--- src/rtl/qspi_arb_pkg.sv ---
// Shared types and pad idle levels for the QSPI pin arbiter.
package qspi_arb_pkg;

    typedef enum logic [1:0] {
        IDLE = 2'd0,
        OWN0 = 2'd1,
        OWN1 = 2'd2,
        TURN = 2'd3
    } arb_state_t;

    typedef logic owner_t;

    localparam logic       CS_IDLE    = 1'b1;
    localparam logic       SCK_IDLE   = 1'b0;
    localparam logic [3:0] DQ_OE_IDLE = 4'h0;

endpackage

--- src/rtl/qspi_pin_mux.sv ---
// Combinational pad selector: drives the pins from the owning requester
// and routes the pad input data back to that requester only.
module qspi_pin_mux
    import qspi_arb_pkg::*;
(
    input  owner_t     owner,
    input  logic       valid,
    input  logic [1:0] r_sck,
    input  logic [1:0] r_cs,
    input  logic [7:0] r_dq_o,
    input  logic [7:0] r_dq_oe,
    output logic [7:0] r_dq_i,
    output logic       pad_sck,
    output logic       pad_cs,
    output logic [3:0] pad_dq_o,
    output logic [3:0] pad_dq_oe,
    input  logic [3:0] pad_dq_i
);

    logic [2:0] base;
    assign base = {owner, 2'b00};

    always_comb begin
        pad_sck   = SCK_IDLE;
        pad_cs    = CS_IDLE;
        pad_dq_o  = '0;
        pad_dq_oe = DQ_OE_IDLE;
        r_dq_i    = '0;
        if (valid) begin
            pad_sck            = r_sck[owner];
            pad_cs             = r_cs[owner];
            pad_dq_o           = r_dq_o[base +: 4];
            pad_dq_oe          = r_dq_oe[base +: 4];
            r_dq_i[base +: 4]  = pad_dq_i;
        end
    end

endmodule

--- src/rtl/qspi_pin_arbiter.sv ---
// Round-robin owner of the shared QSPI pin set with a forced idle turnaround.
// Optional idle-hold revocation is enabled by defining QSPI_ARB_TIMEOUT_EN.
module qspi_pin_arbiter
    import qspi_arb_pkg::*;
#(
    parameter int unsigned TURN_CYCLES    = 2,
    parameter int unsigned TIMEOUT_CYCLES = 4096
) (
    input  logic       clock,
    input  logic       reset,
    input  logic [1:0] req,
    output logic [1:0] gnt,
    input  logic [1:0] r_sck,
    input  logic [1:0] r_cs,
    input  logic [7:0] r_dq_o,
    input  logic [7:0] r_dq_oe,
    output logic [7:0] r_dq_i,
    output logic       pad_sck,
    output logic       pad_cs,
    output logic [3:0] pad_dq_o,
    output logic [3:0] pad_dq_oe,
    input  logic [3:0] pad_dq_i,
    output logic       abort
);

    if (TURN_CYCLES < 1 || TURN_CYCLES > 15) begin : g_bad_turn
        $error("TURN_CYCLES out of range 1..15");
    end
    if (TIMEOUT_CYCLES < 2 || TIMEOUT_CYCLES > 65535) begin : g_bad_timeout
        $error("TIMEOUT_CYCLES out of range 2..65535");
    end

    localparam logic [3:0] TURN_LOAD = 4'(TURN_CYCLES - 1);

    arb_state_t state_q, state_d;
    logic       rr_ptr_q, rr_ptr_d;
    logic [3:0] turn_cnt_q, turn_cnt_d;
    logic [1:0] gnt_q;
    logic       abort_q, abort_d;
    owner_t     owner;
    logic       own_valid;
    logic       revoke;

    assign owner     = (state_q == OWN1);
    assign own_valid = (state_q == OWN0) || (state_q == OWN1);

`ifdef QSPI_ARB_TIMEOUT_EN
    // Counts only while the owner sits deselected and the other side waits.
    logic [15:0] to_cnt_q;
    logic        hold_idle;

    assign hold_idle = own_valid && r_cs[owner] && req[~owner];
    assign revoke    = hold_idle && (to_cnt_q == 16'(TIMEOUT_CYCLES - 1));

    always_ff @(posedge clock or posedge reset) begin
        if (reset) to_cnt_q <= '0;
        else       to_cnt_q <= hold_idle ? to_cnt_q + 16'd1 : '0;
    end
`else
    assign revoke = 1'b0;
`endif

    always_comb begin
        state_d    = state_q;
        rr_ptr_d   = rr_ptr_q;
        turn_cnt_d = turn_cnt_q;
        abort_d    = 1'b0;
        case (state_q)
            IDLE: begin
                if (req == 2'b01 || (req == 2'b11 && !rr_ptr_q)) begin
                    state_d  = OWN0;
                    rr_ptr_d = 1'b1;
                end else if (req == 2'b10 || (req == 2'b11 && rr_ptr_q)) begin
                    state_d  = OWN1;
                    rr_ptr_d = 1'b0;
                end
            end
            OWN0, OWN1: begin
                if (!req[owner]) begin
                    state_d    = TURN;
                    turn_cnt_d = TURN_LOAD;
                    abort_d    = !r_cs[owner];
                end else if (revoke) begin
                    state_d    = TURN;
                    turn_cnt_d = TURN_LOAD;
                end
            end
            TURN: begin
                if (turn_cnt_q == '0) state_d = IDLE;
                else                  turn_cnt_d = turn_cnt_q - 4'd1;
            end
            default: state_d = IDLE;
        endcase
    end

    always_ff @(posedge clock or posedge reset) begin
        if (reset) begin
            state_q    <= IDLE;
            rr_ptr_q   <= 1'b0;
            turn_cnt_q <= '0;
            gnt_q      <= '0;
            abort_q    <= 1'b0;
        end else begin
            state_q    <= state_d;
            rr_ptr_q   <= rr_ptr_d;
            turn_cnt_q <= turn_cnt_d;
            gnt_q      <= {state_d == OWN1, state_d == OWN0};
            abort_q    <= abort_d;
        end
    end

    assign gnt   = gnt_q;
    assign abort = abort_q;

    qspi_pin_mux u_mux (
        .owner     (owner),
        .valid     (own_valid),
        .r_sck     (r_sck),
        .r_cs      (r_cs),
        .r_dq_o    (r_dq_o),
        .r_dq_oe   (r_dq_oe),
        .r_dq_i    (r_dq_i),
        .pad_sck   (pad_sck),
        .pad_cs    (pad_cs),
        .pad_dq_o  (pad_dq_o),
        .pad_dq_oe (pad_dq_oe),
        .pad_dq_i  (pad_dq_i)
    );

endmodule

--- config.mk ---
export PLATFORM = sky130hd
export DESIGN_NAME = qspi_pin_arbiter
export DESIGN_NICKNAME = d
export VERILOG_FILES = /design/src/rtl/qspi_arb_pkg.sv /design/src/rtl/qspi_pin_mux.sv /design/src/rtl/qspi_pin_arbiter.sv
export SDC_FILE = /design/constraint.sdc
export NUM_CORES = 1
export LEC_CHECK = 0
export ABC_AREA = 1
export CAP_MARGIN = 25
export CORE_MARGIN = 5
export CORE_UTILIZATION = 40
export CTS_BUF_LIST = sky130_fd_sc_hd__clkbuf_4
export CTS_CLUSTER_DIAMETER = 30
export DETAILED_ROUTE_END_ITERATION = 10
export PLACE_DENSITY = 0.89
export SYNTH_ARGS = -nofsm -noshare
export SYNTH_HDL_FRONTEND = slang
export SYNTH_SLANG_ARGS = --single-unit
--- constraint.sdc ---
create_clock -name clock -period 3 [get_ports clock]
set_input_delay 0.6 -clock clock [delete_from_list [all_inputs] [get_ports clock]]
set_output_delay 0.6 -clock clock [all_outputs]
set_load 0.02 [all_outputs]
=== Yosys cells after proc, flatten, opt, wreduce, memory -nomap -nowiden ===
Cells that the tools add are included.

* Add/subtract/negate cells: 2
* $lt $le $gt $ge: 1
* Eq/ne operators: 10
* Shift-type cells: 4
* Multiplexer cells: 23
* Bitwise gates (word level): 1
* Reduce and logical (&&, ||, !) cells: 14

{| class="wikitable"
|+ Operators by type and width
! cell !! number
|-
| 4-bit 2-to-1 mux || 4
|-
| 8-bit by 4-bit indexed part select with 4-bit output || 2
|-
| 1-bit 2-to-1 mux || 12
|-
| 2-bit == test (second input constant) || 5
|-
| 8-bit AND || 1
|-
| 2-bit 2-to-1 mux || 4
|-
| 8-bit 2-to-1 mux || 1
|-
| 4-bit one-hot mux with 2 select lines || 1
|-
| 4-bit by 5-bit variable shift with 8-bit output (first input constant) || 1
|-
| 4-bit by 5-bit indexed part select with 8-bit output || 1
|-
| 2-bit by 1-bit == test with 1-bit output (second input constant) || 3
|-
| 2-bit one-hot mux with 3 select lines || 1
|-
| 3-bit negation with 5-bit output || 1
|-
| 4-bit logical NOT || 1
|-
| 2-bit != test (second input constant) || 2
|-
| 2-bit nonzero test || 2
|-
| 4-bit by 1-bit subtractor with 4-bit output (second input constant) || 1
|-
| 1-bit logical OR || 3
|-
| 3-bit AND reduction || 1
|-
| 1-bit logical AND || 2
|-
| 1-bit logical NOT || 2
|-
| 2-bit logical NOT || 1
|-
| 1-bit by 2-bit < comparator with 1-bit output (second input constant) || 1
|-
| 2-bit AND reduction || 1
|-
| 2-bit OR reduction || 1
|}

* Register bits: 10
* Bits of input ports: 28
* Output and inout port bits: 21
* Logic and storage cells: 60

=== Logic depth before layout (Yosys ltp) ===
* Word-level depth: 7
* Gate-level depth with buffers: 11
* Mapped depth without buffers: 11

=== By module ===
Synthesis repeated with hierarchy kept, for this count alone.

* Cells, all modules: 124
* Area, all modules: 833.3 sq um

{| class="wikitable"
|+ By module, submodules not included
! module !! instances !! cells each !! area an instance (sq um) !! seq. area each (sq um)
|-
| qspi_pin_arbiter || 1 || 75 || 618.1 || 250.2
|-
| qspi_pin_mux || 1 || 49 || 215.2 || 0.0
|}

=== Worst setup path before layout ===
Ideal clock, no wire load.

* Path type: register -> output
* Start point: register state_q[1]
* End point: output r_dq_i[0]
* Arrival time: 1.419 ns
* Required time: 2.400 ns
* Setup slack: 0.981 ns
* Stages on the path, launching flop included: 6
* Path buffers: 1
* Path through: dfrtp_1 > inv_1 > ha_1 > buf_1 > nand2_1 > nor2_1

* Longest elaborated chain between the ends: 5

{| class="wikitable"
|+ RTL lines
! item !! line !! source
|-
| from (decl) || qspi_pin_arbiter.sv:35 || <nowiki>arb_state_t state_q, state_d;</nowiki>
|-
| from (signal assigned) || qspi_pin_arbiter.sv:104 || <nowiki>state_q <= state_d;</nowiki>
|-
| 2-bit == test || qspi_pin_arbiter.sv:44, qspi_pin_arbiter.sv:45 ||
|-
| 3-bit negation with 5-bit output || qspi_pin_mux.sv:34 || <nowiki>r_dq_i[base +: 4] = pad_dq_i;</nowiki>
|-
| 4-bit by 5-bit indexed part select with 8-bit output or 4-bit by 5-bit variable shift with 8-bit output (tied branches) || qspi_pin_mux.sv:34 ||
|-
| 8-bit AND (no line) || - ||
|-
| 8-bit 2-to-1 mux (*) || qspi_pin_mux.sv:29 || <nowiki>if (valid) begin</nowiki>
|-
| to (decl) || qspi_pin_arbiter.sv:17 || <nowiki>output logic [7:0] r_dq_i,</nowiki>
|}

Mark *: on every way between the ends. The rest lies on a longest branch, timed or not.

=== Final worst setup path ===
* Start point: register state_q[1]
* End point: output r_dq_i[1]

The elaborated chain is that of the path after synthesis.

==> summary by stage <==
STA
In the final timing run, aggregate negative setup slack is 0 ns. The count of endpoints failing hold in the final timing report is 0. At the pin with the least slew margin, the transition time is 0.378 ns. Setup violations remaining at the end of the flow were counted as 0. Setup repair after global routing left no endpoint under its margin.

The worst path in the final design needs a cycle of around 2.7 ns, including I/O delays and setup. The worst path uses roughly nine tenths of the clock period. The max-slew violation count is 0.

The setup skew after layout is between 0.0005 and 0.0006 ns. The tightest slew margin relative to the limit is 74.8%. The fmax is about 360 MHz.

Clocking
The number of buffers between clock root and the deepest sink is 2. Clock-pin slew was measured on the worst setup and hold paths at ~0.07 ns. The clock reaches the later pin of the worst-skew pair after 0.27 ns. Once the clock tree was built, the setup fixing pass inserted 0 buffers. The TritonCTS buffer count is 3. TritonCTS built the clock tree.

CTS saw 10 sinks. The root buffer cell is sky130_fd_sc_hd__clkbuf_4. In this run the number of H-tree levels came out at 1.

Finish
The final antenna diode count is 0. Compared with the post-synthesis result, the final layout area differs by 67.4%. The share of final-layout standard cells stronger than drive strength 1 is between 5 and 6%.

Leaving out fill and tap cells, the most frequent cell in the layout is sky130_fd_sc_hd__clkdlybuf4s50_1. After the last flow step, the layout net total stands at 210. The library cells used most frequently in the layout, excluding fill and tap cells, are 48 x sky130_fd_sc_hd__clkdlybuf4s50_1, 29 x sky130_fd_sc_hd__nand2_1, 25 x sky130_fd_sc_hd__inv_1.

Synthesis
After synthesis, flip-flops and latches occupy a little under a third of the total area. After synthesis, the largest area contributor takes up about a third of total cell area. Each instance of the synthesized netlist takes up on average approximately 6.2 um2. By area the synthesized netlist is led by sky130_fd_sc_hd__dfrtp_1 32%, sky130_fd_sc_hd__nand2_1 14%, sky130_fd_sc_hd__inv_1 12%. The cell taking the most area after synthesis is sky130_fd_sc_hd__dfrtp_1.

The post-synth design cell area is 790 um2. The synthesis warning total is 0. The number of unique standard cell types used by synthesis is 18. The register bit total from synthesis is 10. The post-synthesis net count is 160. Synthesis produced 127 cells.

Power and ir drop
In this run switching power makes up approximately half of total power. The total power is around 1500 uW. The clock power share is roughly 6.4%. IR analysis of the VDD net gives a maximum drop of around 0.75 mV. In this run, the combinational gates consume around four fifths of the power. The net switching power is roughly 780 uW. For this design the static power due to leakage is 0.000662 uW. The internal power summed over all cells is 746 uW. In this run, flip-flops and latches consume between 10 and 15% of the power. Power spread over the standard cell area amounts to ~1200 mW/mm2.

Detailed routing
The total number of vias is approximately 950. Using the TritonRoute via totals, the vias-per-cell ratio works out to approximately 4.7. The antenna violation net count after detailed routing is 0. After detailed routing, the total wire length is roughly 2500 um. The pre-antenna-repair detailed-routing pass consisted of 2 iterations. The violation count after the first detailed-routing iteration is 11. The DRC violation count after routing is 0. After detailed routing, the average wire length per cell comes to around 12 um.

Min path
The min-delay analysis places its worst path in the category reg2reg.

Setup path
The family with the most delay on the worst path is buffers and inverters. For this run, the slowest stage of the critical path takes slightly above 0.6 ns. At the worst endpoint, the required time is 2.40 ns. The biggest fanout along the worst timing path is 14. The cell with the largest stage delay on the worst path is sky130_fd_sc_hd__clkdlybuf4s50_1. The endpoint class of the critical path is an output port. The signal on the critical path passes through inv_1 > ha_2 > nand2_1 > nor2_1 > clkdlybuf4s50_1. The data arrival at the endpoint of the critical path is around 2.1 ns.

The worst setup path is of the reg2out kind. STA classifies the critical path startpoint as a flop. The critical path buffer and inverter count is 2.

Placed design
Once detailed placement completed, the half-perimeter wirelength came to roughly 2100 um. The count of port buffers added during placement is 48. Routability-driven placement finished with a final weighted congestion of between 0.8 and 0.9.

Die
The number of ports placed on the die boundary is slightly below 50. The number of cell rows is 16. The area enclosed by the die boundary is a little under 0.003 mm2. From left edge to right edge, the die measures 54.4 um. The die is about 54 um tall. The area of the core is between 0.0015 and 0.002 mm2.

The starting density of the core is between 40% and 50%.

Run
Across the run, the number of max-cap violations was 0.

GRT
The overall fraction of global-route tracks in use is about a fifth. For this run the aggregate overflow at the end of global routing stands at 0. The maximum number of pins on one net before global-route repair is 17. The global-route wire length before repair is 4080 um. The number of global-route vias before repair is between 900 and 1k. The number of antenna violations at the first check in global routing is 0.

Run status
The flow ran to the end, and the final reports show no timing, DRC or antenna violations.
## synthesized netlist by cell type
library cell	n
sky130_fd_sc_hd__nand2_1	29
sky130_fd_sc_hd__inv_1	25
sky130_fd_sc_hd__nor2_1	24
sky130_fd_sc_hd__o21ai_0	11
sky130_fd_sc_hd__dfrtp_1	10
sky130_fd_sc_hd__nand3_1	7
sky130_fd_sc_hd__ha_1	5
sky130_fd_sc_hd__o21ai_1	4
sky130_fd_sc_hd__buf_2	2
sky130_fd_sc_hd__o211ai_1	2
sky130_fd_sc_hd__a21oi_1	1
sky130_fd_sc_hd__buf_1	1
sky130_fd_sc_hd__inv_2	1
sky130_fd_sc_hd__nand2_2	1
sky130_fd_sc_hd__nand4_1	1
sky130_fd_sc_hd__o21ai_2	1
sky130_fd_sc_hd__or2_2	1
sky130_fd_sc_hd__xnor2_1	1
## registers in the layout (all words and copies together) (netlist names)
signal / count
abort: 1
gnt: 2
turn_cnt_q: 4
state_q: 2
rr_ptr_q: 1
## per-layer routing
metal	part of all wire, %	global-route usage, %	vias up	wire length (um)
met5	0	0	-	0
met4	1.9	9.54	0	49
met3	11	5.18	7	272
met2	48	36.5	37	1200
met1	39	19.2	419	989
li1	-	-	488	-
## final cells by class
cell class,instances,area [um2]
repair buffers,48,480
clock inverters,1,3.75
flip-flops and latches,10,250
inverters,26,97.6
fillers,166,601
clock buffers,3,22.5
well taps,27,33.8
multi-input cells,88,433
## through the flow
stage | instances | setup slack, ns | area, um2 | utilization, % | hold WS, ns
global placement | 199 | 0.511 | 1290 | 67.1 | 0.469
detailed placement | 199 | 0.419 | 1290 | 67.1 | 0.480
floorplan | 127 | 0.981 | 790 | - | 0.440
global route | 203 | 0.111 | 1320 | 68.8 | 0.525
finish | 203 | 0.259 | 1320 | 68.8 | 0.492
CTS | 203 | 0.124 | 1320 | 68.5 | 0.492
## worst paths after layout
| kind | start | endpoint | slack, ns | depth (start not counted) |
|---|---|---|---|---|
| max reg2reg | state_q[0] | turn_cnt_q[1] | 1.28 | 9 |
| max | state_q[1] | r_dq_i[1] | 0.26 | 5 |
| min in group asynchronous | reset | abort | 0.60 | 2 |
| max in group asynchronous | reset | turn_cnt_q[3] | 2.14 | 2 |
| min | turn_cnt_q[0] | turn_cnt_q[0] | 0.49 | 1 |
| min reg2reg | turn_cnt_q[0] | turn_cnt_q[0] | 0.49 | 1 |
## logic make-up (layout without fill, tap and decap cells)
group           Yosys count  after routing  share of synthesized area, %
compound gates           19             19                          13.2
xor+xnor                  1              1                          1.11
fa+ha+maj                 5              5                          7.92
buf+inv                  29             78                          14.1
flops                    10             10                          31.7
simple gates             63             63                          32.0
## worst reg2reg max path, stage by stage, from the launching register on
cell and delay, ns:
sky130_fd_sc_hd__dfrtp_1 0.40, sky130_fd_sc_hd__inv_1 0.13, sky130_fd_sc_hd__ha_2 0.36, sky130_fd_sc_hd__inv_2 0.16, sky130_fd_sc_hd__nand2_1 0.11, sky130_fd_sc_hd__nand3_1 0.10, sky130_fd_sc_hd__nand2_1 0.11, sky130_fd_sc_hd__o21ai_2 0.10
sky130_fd_sc_hd__nand2_1 0.07, sky130_fd_sc_hd__o21ai_1 0.06
## power groups by stage
stage	sequential [uW]	combinational [uW]	clock (uW)
floorplan	240	722	0
global placement	226	1160	0
detailed placement	230	1200	0
CTS	227	1200	103
global route	236	1340	109
finish	228	1200	98.2
## timing repair
action                     4_1_cts  5_1_grt
gates resized for setup          0        2
setup endpoints to repair        0        7
hold endpoints to repair         0        0
hold buffers                     0        0
No activity file was read; power rests on OpenSTA's default activity.
